### src/rtl/result_tx_framer_if.sv
// Handshake bundle between the result framer, the ALU result register and the UART transmitter.
// The slave modport is the framer's view; the master modport is the surrounding logic's view.
interface result_tx_framer_if #(
  parameter int unsigned TRAMA_SIZE  = 8,
  parameter int unsigned RESULT_SIZE = 16
);
  logic                   i_valid;
  logic [RESULT_SIZE-1:0] i_result;
  logic                   i_tx_done;
  logic [TRAMA_SIZE-1:0]  o_tx_data;
  logic                   o_tx_start;
  logic                   o_busy;
  logic                   o_done;
  logic                   o_overrun;

  modport slave (
    input  i_valid, i_result, i_tx_done,
    output o_tx_data, o_tx_start, o_busy, o_done, o_overrun
  );

  modport master (
    output i_valid, i_result, i_tx_done,
    input  o_tx_data, o_tx_start, o_busy, o_done, o_overrun
  );
endinterface

### src/rtl/result_tx_framer.sv
// Serialises one result word into TRAMA_SIZE-bit frames for UART TX, least-significant frame first.
// Define RESULT_TX_CHECKSUM_EN to append a trailing XOR-of-all-frames checksum frame.
module result_tx_framer #(
  parameter int unsigned TRAMA_SIZE  = 8,
  parameter int unsigned RESULT_SIZE = 16,
  parameter int unsigned COUNTER_LEN = 5
) (
  input logic               i_clk,
  input logic               i_reset,
  result_tx_framer_if.slave bus
);

  localparam int unsigned NFRAMES = RESULT_SIZE / TRAMA_SIZE;
`ifdef RESULT_TX_CHECKSUM_EN
  localparam int unsigned NumFrames = NFRAMES + 1;
  localparam logic [COUNTER_LEN-1:0] DataLastIdx = COUNTER_LEN'(NFRAMES - 1);
`else
  localparam int unsigned NumFrames = NFRAMES;
`endif
  localparam logic [COUNTER_LEN-1:0] LastIdx = COUNTER_LEN'(NumFrames - 1);

  typedef enum logic [1:0] {StIdle, StStart, StWaitDone} state_e;

  state_e                 state_q, state_d;
  logic [RESULT_SIZE-1:0] shift_q, shift_d;
  logic [COUNTER_LEN-1:0] cnt_q, cnt_d;
  logic [TRAMA_SIZE-1:0]  tx_data_q, tx_data_d;
  logic                   tx_start_q, tx_start_d;
  logic                   busy_q, busy_d;
  logic                   done_q, done_d;
  logic                   overrun_q, overrun_d;
  logic                   last_done;
`ifdef RESULT_TX_CHECKSUM_EN
  logic [TRAMA_SIZE-1:0]  csum_q, csum_d;
`endif

  always_ff @(posedge i_clk or negedge i_reset) begin
    if (!i_reset) begin
      state_q    <= StIdle;
      shift_q    <= '0;
      cnt_q      <= '0;
      tx_data_q  <= '0;
      tx_start_q <= 1'b0;
      busy_q     <= 1'b0;
      done_q     <= 1'b0;
      overrun_q  <= 1'b0;
`ifdef RESULT_TX_CHECKSUM_EN
      csum_q     <= '0;
`endif
    end else begin
      state_q    <= state_d;
      shift_q    <= shift_d;
      cnt_q      <= cnt_d;
      tx_data_q  <= tx_data_d;
      tx_start_q <= tx_start_d;
      busy_q     <= busy_d;
      done_q     <= done_d;
      overrun_q  <= overrun_d;
`ifdef RESULT_TX_CHECKSUM_EN
      csum_q     <= csum_d;
`endif
    end
  end

  always_comb begin
    state_d   = state_q;
    shift_d   = shift_q;
    cnt_d     = cnt_q;
    last_done = 1'b0;
`ifdef RESULT_TX_CHECKSUM_EN
    csum_d    = csum_q;
`endif
    unique case (state_q)
      StIdle: begin
        if (bus.i_valid) begin
          shift_d = bus.i_result;
          cnt_d   = '0;
          state_d = StStart;
`ifdef RESULT_TX_CHECKSUM_EN
          csum_d  = '0;
`endif
        end
      end
      StStart: state_d = StWaitDone;
      StWaitDone: begin
        if (bus.i_tx_done) begin
          if (cnt_q == LastIdx) begin
            state_d   = StIdle;
            last_done = 1'b1;
          end else begin
            cnt_d   = cnt_q + COUNTER_LEN'(1);
            state_d = StStart;
`ifdef RESULT_TX_CHECKSUM_EN
            csum_d  = csum_q ^ shift_q[TRAMA_SIZE-1:0];
            // After the last data frame the shifter carries the checksum as the next frame
            if (cnt_q == DataLastIdx) shift_d = RESULT_SIZE'(csum_d);
            else                      shift_d = shift_q >> TRAMA_SIZE;
`else
            shift_d = shift_q >> TRAMA_SIZE;
`endif
          end
        end
      end
      default: state_d = StIdle;
    endcase
  end

  // Outputs are registered copies of what the next state implies, so they line up with state_q
  always_comb begin
    tx_start_d = (state_d == StStart);
    busy_d     = (state_d != StIdle);
    done_d     = last_done;
    overrun_d  = bus.i_valid && (state_q != StIdle);
    tx_data_d  = (state_d == StStart) ? shift_d[TRAMA_SIZE-1:0] : tx_data_q;
  end

  assign bus.o_tx_data  = tx_data_q;
  assign bus.o_tx_start = tx_start_q;
  assign bus.o_busy     = busy_q;
  assign bus.o_done     = done_q;
  assign bus.o_overrun  = overrun_q;

endmodule

### src/flat_wrapper.sv
// flat-port wrapper written by rule: the top's interface ports become plain ports
module result_tx_framer_flat 
#(
  parameter int unsigned TRAMA_SIZE  = 8,
  parameter int unsigned RESULT_SIZE = 16,
  parameter int unsigned COUNTER_LEN = 5
)
  (i_clk, i_reset, bus_i_valid, bus_i_result, bus_i_tx_done, bus_o_tx_data, bus_o_tx_start, bus_o_busy, bus_o_done, bus_o_overrun);
  result_tx_framer_if #(.TRAMA_SIZE(TRAMA_SIZE), .RESULT_SIZE(RESULT_SIZE)) bus_i ();
  input logic i_clk;
  input logic i_reset;
  input wire logic [$bits(bus_i.i_valid)-1:0] bus_i_valid;
  input wire logic [$bits(bus_i.i_result)-1:0] bus_i_result;
  input wire logic [$bits(bus_i.i_tx_done)-1:0] bus_i_tx_done;
  output wire logic [$bits(bus_i.o_tx_data)-1:0] bus_o_tx_data;
  output wire logic [$bits(bus_i.o_tx_start)-1:0] bus_o_tx_start;
  output wire logic [$bits(bus_i.o_busy)-1:0] bus_o_busy;
  output wire logic [$bits(bus_i.o_done)-1:0] bus_o_done;
  output wire logic [$bits(bus_i.o_overrun)-1:0] bus_o_overrun;
  assign bus_i.i_valid = bus_i_valid;
  assign bus_i.i_result = bus_i_result;
  assign bus_i.i_tx_done = bus_i_tx_done;
  assign bus_o_tx_data = bus_i.o_tx_data;
  assign bus_o_tx_start = bus_i.o_tx_start;
  assign bus_o_busy = bus_i.o_busy;
  assign bus_o_done = bus_i.o_done;
  assign bus_o_overrun = bus_i.o_overrun;
  result_tx_framer #(.TRAMA_SIZE(TRAMA_SIZE), .RESULT_SIZE(RESULT_SIZE), .COUNTER_LEN(COUNTER_LEN)) u_core (.i_clk(i_clk), .i_reset(i_reset), .bus(bus_i));
endmodule
### config.mk
export PLATFORM = sky130hd
export DESIGN_NAME = result_tx_framer_flat
export DESIGN_NICKNAME = d
export VERILOG_FILES = /design/src/rtl/result_tx_framer_if.sv /design/src/rtl/result_tx_framer.sv /design/src/flat_wrapper.sv
export SDC_FILE = /design/constraint.sdc
export NUM_CORES = 1
export LEC_CHECK = 0
export CORE_ASPECT_RATIO = 1.1
export CORE_MARGIN = 1.5
export CORE_UTILIZATION = 41
export DETAILED_ROUTE_END_ITERATION = 8
export GPL_TIMING_DRIVEN = 0
export PLACE_DENSITY = 0.81
export SLEW_MARGIN = 10
export SYNTH_ARGS = -nofsm -noshare
export SYNTH_HDL_FRONTEND = slang
export SYNTH_SLANG_ARGS = --single-unit
### constraint.sdc
create_clock -name i_clk -period 1.7 [get_ports i_clk]
set_input_delay 0.34 -clock i_clk [delete_from_list [all_inputs] [get_ports i_clk]]
set_output_delay 0.34 -clock i_clk [all_outputs]
set_load 0.005 [all_outputs]
==> results.ini <==
[logic_synthesis]
yosysWarnings = 0
ys_types = 20
syn_avg_cell_area_um2 = 10.3
synth_top_family_by_area = simple AND/OR/NAND/NOR gates
syn_nets = 136
synth_edf_count = 0
ys_seq_area_share_pct = 57.6
yosys-top-cells-count = 32 x nand2_1, 27 x dfrtp_1, 17 x o21ai_0
synth_cells = 114
synth_compound_area_share_pct = 13.9
synth-seq-cells = 27
yosys-top-cells-area = dfrtp_1 58%, nand2_1 10%, o21ai_0 7.3%
syn_area_um2 = 1170
synthSimpleGateAreaFrac_pct = 18.0
synth-xor-area-share_pct = 0
synthAdderAreaFrac_pct = 2.13
synth_top_area_share_pct = 57.6
synth_ff_type = dfrtp_1
synth_top_area_cell = dfrtp_1
yosysMostFrequentCell = nand2_1
synthMuxAreaShare_pct = 4.27
async_reset_ff_share_pct = 100

[sta]
clock.fmax_mhz = 609
grt_setup_unrepaired = yes
min_period_ps = 1640
setup_violations = 0
slew_headroom_pct = 59.9
clock_skew_ps = 16.7
tightestPinTransition_ps = 601
finalHoldViolCount = 15
post-route-period-util_pct = 96.7
slew_violations = 0
fin_hold_ws_ps = -10.6

[critical_path]
r2r-end = u_core.bus.o_busy
slowest_stage = or4b_4
path_cells = inv_1 > ha_2 > or4b_4 > and2_4 > or3_1
r2r_start = u_core.cnt_q[1]
cp_data_arrival_time_ps = 1850
r2r_slack_ps = 60
rr_worst_depth = 5
cp.required_ps = 1910
crit_type = reg2reg
cp-startpoint = u_core.cnt_q[1]
startpoint_type = flip-flop
path_max_fanout = 6
cp_slowest_stage_delay_ps = 470
cp-endpoint = u_core.bus.o_busy
cp-end-kind = flip-flop

[placement]
dp_hpwl_um = 1780
routabilityCongestion = 0.783
placed_cell_area_um2 = 1520
portBuffers = 31

[floorplan]
die_area_um2 = 3190
die_y_um = 59.1
initial_utilization_pct = 42.6
rows = 20
io_pins = 32
core_area_um2 = 2750
die-width_um = 54.0

[cells_and_area]
nFillCells = 252
syn_to_final_growth_pct = 35.6
nets = 175
final_area_um2 = 1590
layout-drive-gt1-share_pct = 14.5
antenna_cells = 0

[grt]
first_global_vias = 909
antenna_found_initial = 0
grt_overflow_total = 0
grt_usage_pct = 17.6
grt_pass1_wl_um = 4110
grt_max_degree = 28

[clock_tree]
cts_sinks = 27
h-tree-depth = 1
insertion_delay_ps = 330
clkTransAtPathRegs_ps = 150
cts-root-buf = clkbuf_4
cts_buffer_depth = 2
cts_made_buffers = 3
tritoncts = yes

[pwr]
leakage_nw = 0.735
p_per_area_nw_per_um2 = 1490
total_power_mw = 2.37
max-vdd-ir-drop_mv = 0.731

[routing]
num_vias = 981
drt_wl_total_um = 2480
drc = 0
drtIter0Drc = 33
vias_per_cell = 5.30
antenna_left = 0
avgRoutedWirePerCell_um = 13.4
drt_pass1_iterations = 4

[job]
cap_violations = 0

[hold_path]
hold_path.class = in2async

[run_status]
violations = hold timing
outcome = complete, but fails checks

==> cell type report <==
class                      count  area [µm²]  area share [%]
timing repair buffer          34         328            20.6
clock inverter                 1        5.00           0.315
tap                           33        41.3            2.60
multi-input combinational     76         463            29.1
buffer                         9        47.5            2.99
sequential                    27         676            42.5
inverter                       2        7.51           0.472
clock buffer                   3        22.5            1.42
==> logic make-up (layout without fill, tap and decap cells) <==
group / Yosys count / in the layout
AO/OA/AOI/OAI: 26 / 26
multiplexers: 5 / 5
buffers and inverters: 11 / 49
flip-flops: 27 / 27
AND/OR/NAND/NOR: 43 / 43
adder cells (fa/ha/maj): 2 / 2
==> registers in the layout, indices dropped and copies added (netlist names) <==
register / cells
u_core.state_q: 2
u_core.shift_q: 8
u_core.bus.o_tx_start: 1
u_core.bus.o_tx_data: 8
u_core.cnt_q: 5
u_core.bus.o_done: 1
u_core.bus.o_busy: 1
u_core.bus.o_overrun: 1
==> worst max-delay path: cells and delay by family (launching register included) <==
family	cells	cell delay [ps]
AND/OR/NAND/NOR	3	940
flip-flops	1	400
adder cells (fa/ha/maj)	1	140
buffers and inverters	1	60
==> placed cells by master, fill, tap and decap left out, drive strengths merged <==
cell type / n
nor3b: 1
and3b: 1
clkinv: 1
nand2: 32
or3b: 2
nand4: 2
mux2i: 5
or3: 1
clkdlybuf4s50: 30
clkbuf: 10
a32oi: 8
dfrtp: 27
inv: 2
o21a: 1
buf: 6
ha: 2
o21ai: 17
nand3: 1
nor2b: 1
and2: 1
or4b: 1
==> report_power, final <==
part           switching (mW)  total [mW]  leakage, nW  internal, mW
Sequential              0.151        1.05        0.345         0.898
Combinational           0.488        1.05        0.373         0.560
Clock                   0.188       0.276       0.0177        0.0882
==> timing repair <==
action                     CTS  global route
hold buffers                 0             0
setup buffers                2             1
resized for setup            1            19
setup endpoints to repair    3            15
pin swaps                    0             1
==> per-layer routing <==
layer  part of all wire [%]  vias to the layer above  global-route usage, %  routed length (µm)
met3                    4.6                        5                   3.28                 115
met4                    1.3                        0                   7.14                  32
met2                     52                       30                   29.3                1280
li1                       -                      471                      -                   -
met5                      0                        -                      0                   0
met1                     42                      475                   22.3                1050
==> stage by stage <==
stage                     TNS [ps]  utilization, %  std cells  setup WS, ps
after floorplan                  0               -        114          70.6
after global placement       -7010            55.4        178          -288
after detailed placement     -7920            55.4        178          -356
after CTS                        0            57.0        184          12.9
after global routing         -54.6            57.8        185         -17.9
final                            0            57.8        185          56.8
==> how the worst min path moves through the flow <==
stage	startpoint	endpoint	slack [ps]	cells after the start
6_report	i_reset	u_core.bus.o_tx_data[2]	-10	1
5_1_grt	i_reset	u_core.bus.o_tx_data[2]	20	1
4_1_cts	u_core.cnt_q[4]	u_core.cnt_q[4]	520	1
3_5_place_dp	u_core.cnt_q[4]	u_core.cnt_q[4]	500	1
3_3_place_gp	u_core.cnt_q[4]	u_core.cnt_q[4]	460	1
2_1_floorplan	i_reset	u_core.bus.o_busy	40	0
(Power assumes the default switching activity.)
==> edit, RTL diff (config.mk and constraints unchanged) <==
`COUNTER_LEN` is set to 5 in 2 places; all go to 6.
--- a/src/rtl/result_tx_framer.sv
+++ b/src/rtl/result_tx_framer.sv
@@ -3,7 +3,7 @@
 module result_tx_framer #(
   parameter int unsigned TRAMA_SIZE  = 8,
   parameter int unsigned RESULT_SIZE = 16,
-  parameter int unsigned COUNTER_LEN = 5
+  parameter int unsigned COUNTER_LEN = 6
 ) (
   input logic               i_clk,
   input logic               i_reset,
--- a/src/flat_wrapper.sv
+++ b/src/flat_wrapper.sv
@@ -3,7 +3,7 @@
 #(
   parameter int unsigned TRAMA_SIZE  = 8,
   parameter int unsigned RESULT_SIZE = 16,
-  parameter int unsigned COUNTER_LEN = 5
+  parameter int unsigned COUNTER_LEN = 6
 )
   (i_clk, i_reset, bus_i_valid, bus_i_result, bus_i_tx_done, bus_o_tx_data, bus_o_tx_start, bus_o_busy, bus_o_done, bus_o_overrun);
   result_tx_framer_if #(.TRAMA_SIZE(TRAMA_SIZE), .RESULT_SIZE(RESULT_SIZE)) bus_i ();
Check against the original RTL: no difference found for any inputs over 10 cycles, from zero or initial values and one cycle with i_reset low; that may be too few to reach the edited logic, so the function may still have changed.
==> edit against the original RTL <==
The run ends with negative hold slack, negative setup slack left; cell area up 5.3%; hold slack worse by 3.2 ps; die area up 0.80%; setup slack worse by 150 ps; synthesized area up 0.85%; sequential cell count up 1; wire length up 12%; global-route usage up 1.4 points; critical path depth up 2; first-iteration DRC count down 39%; via count up 2.0%; total power up 10%; largest cell class unchanged.
==> edit: results (changes against the original RTL) <==
* Status: finished with violations (unchanged)
* Failing checks: negative hold slack, negative setup slack (was negative hold slack)
* Worst-skew pair later-pin latency at roughly 340 ps
* Hold Crit Class: in2async (unchanged)
* Root Buffer: clkbuf_4 (unchanged)
* Synth area leaders: dfrtp_1 59%, a22o_1 5.9%, nand2_1 5.7%, a22oi_1 5.1%, or3_1 2.6% (was dfrtp_1 58%, nand2_1 10%, o21ai_0 7.3%, a32oi_1 6.0%, mux2i_1 4.3%)
* First drt pass iteration count at 4 (unchanged)
* Min Hold Slack at -13.8 ps (was -10.6 ps)
* Drt wl/cell at 15.2 um (was 13.4 um)
* P_leak at 0.761 nW (was 0.735 nW)
* Final worst slack at -94.7 ps (was 56.8 ps)
* Drt initial violations at 20 (was 33)
* Worst Skew at 10.3 ps (was 16.7 ps)
* Routability cong. at 0.792 (was 0.783)
* Worst EP arrival at 2080 ps (was 1850 ps)
* Worst-path clk slew at 160 ps
* Placement Cell Area at 0.00154 mm^2 (was 0.00152 mm^2)
* # port buffers at 31 (unchanged)
* DP HPWL at 1770 um (was 1780 um)
* Worst VDD drop at 0.000925 V (was 0.000731 V)
* Layout net count at 173 (was 175)
* ANT cells at 0 (unchanged)
* First-pass GRT wire length at 4430 um (was 4110 um)
* Worst slack at placement at -328 ps (was -356 ps)
* Post-synth top cells: 28 x dfrtp_1, 18 x nand2_1, 8 x a22o_1, 8 x a22oi_1 (was 32 x nand2_1, 27 x dfrtp_1, 17 x o21ai_0)
* Final Hold Viols at 24 (was 15)
* # H-tree levels at 1 (unchanged)
* Seq/Total Area, Yosys at 0.593 (was 0.576)
* Largest net degree at the start of global routing at 29 (was 28)
* Vias/cell at 5.47 (was 5.30)
* Crit-path max FO at 5 (was 6)
* Max-slew violations at 0 (unchanged)
* Post-synth net total at 130 (was 136)
* CTS Buf Count at 3 (unchanged)
* Drt total wl at 2790 um (was 2480 um)
* Fill count at 227 (was 252)
* Setup-failing EPs final at 14 (was 0)
* Clock Tree Buf Depth at 2 (unchanged)
* Final TNS setup at -591 ps (was 0 ps)
* Post-synth cell types at 26 (was 20)
* Tot GR Track Use at 0.190 (was 0.176)
* Mean area per synthesized cell at 10.9 um^2 (was 10.3 um^2)
* Syn. warnings at 0 (unchanged)
* Synth async-reset ratio at 1.00 (unchanged)
* Worst slew pin tran at 650 ps (was 601 ps)
* Area Growth Syn to Fin at 41.6% (was 35.6%)
* Layout cells sized above 1 at 0.167 (was 0.145)
* Vias in the first global route at 1042 (was 909)
* Initial antenna violation count at 0 (unchanged)
-- edit: changes by cell type after synthesis, moves of 8 or more --
cell / before / now
nand2_1: 32 / 18
o21ai_0: 17 / 5
a32oi_1: 8 / 0
a22o_1: 0 / 8
a22oi_1: 0 / 8
-- edit: final timing paths --
| kind | depth (start not counted) | start | to |
|---|---|---|---|
| worst min-delay path | 1 | i_reset | u_core.bus.o_tx_data[7]$_DFFE_PN0N_ |
| worst max register to register | 7 | u_core.cnt_q[1]$_DFFE_PN0P_ | u_core.cnt_q[4]$_DFFE_PN0P_ |
| max in group asynchronous | 1 | i_reset | u_core.shift_q[12]$_DFFE_PN0P_ |
| min in group i_clk | 2 | u_core.bus.o_tx_data[5]$_DFFE_PN0N_ | u_core.bus.o_tx_data[5]$_DFFE_PN0N_ |
| worst min register to register | 2 | u_core.bus.o_tx_data[5]$_DFFE_PN0N_ | u_core.bus.o_tx_data[5]$_DFFE_PN0N_ |
| worst max-delay path | 7 | u_core.cnt_q[1]$_DFFE_PN0P_ | u_core.cnt_q[4]$_DFFE_PN0P_ |
-- edit: cell type report --
class | instances | share of cell area
flip-flops and latches | 28 | 0.419
multi-input cells | 69 | 0.277
clock inverters | 1 | 0.0179
repair buffers | 38 | 0.214
well taps | 33 | 0.0247
inverters | 5 | 0.0112
clock buffers | 3 | 0.0135
plain buffers | 6 | 0.0232
-- edit: worst max-delay path, stage by stage (launching register included) --
cell,delay [ps]
dfrtp_1,410
inv_2,50
ha_2,170
nor3b_4,150
a311o_1,360
buf_6,150
or3_4,320
a21oi_2,130
-- edit: kinds of logic (layout without fill, tap and decap cells) --
logic type,count (synthesis),count (layout),synth area share
adder cells (fa/ha/maj),2,2,0.0212
buffers and inverters,11,53,0.0434
multiplexers,1,1,0.00847
flip-flops,28,28,0.593
AO/OA/AOI/OAI,29,29,0.178
AND/OR/NAND/NOR,37,37,0.157
-- edit: power by group --
part / internal [mW] / leakage [nW] / switching (mW) / total, mW
Clock: 0.239 / 0.0279 / 0.205 / 0.444
Combinational: 0.622 / 0.373 / 0.493 / 1.12
Sequential: 0.914 / 0.360 / 0.146 / 1.06
-- edit: what timing repair did --
item	CTS	global route
pin swaps	2	3
endpoints found under the setup margin	22	23
gates cloned	1	0
resized for setup	5	7
hold endpoints to repair	0	0
buffers inserted	4	2
-- edit: layer usage --
layer / part of all wire / global-route usage
met1: 0.39 / 0.218
met3: 0.060 / 0.0227
met4: 0.037 / 0.104
met5: 0 / 0
met2: 0.52 / 0.334
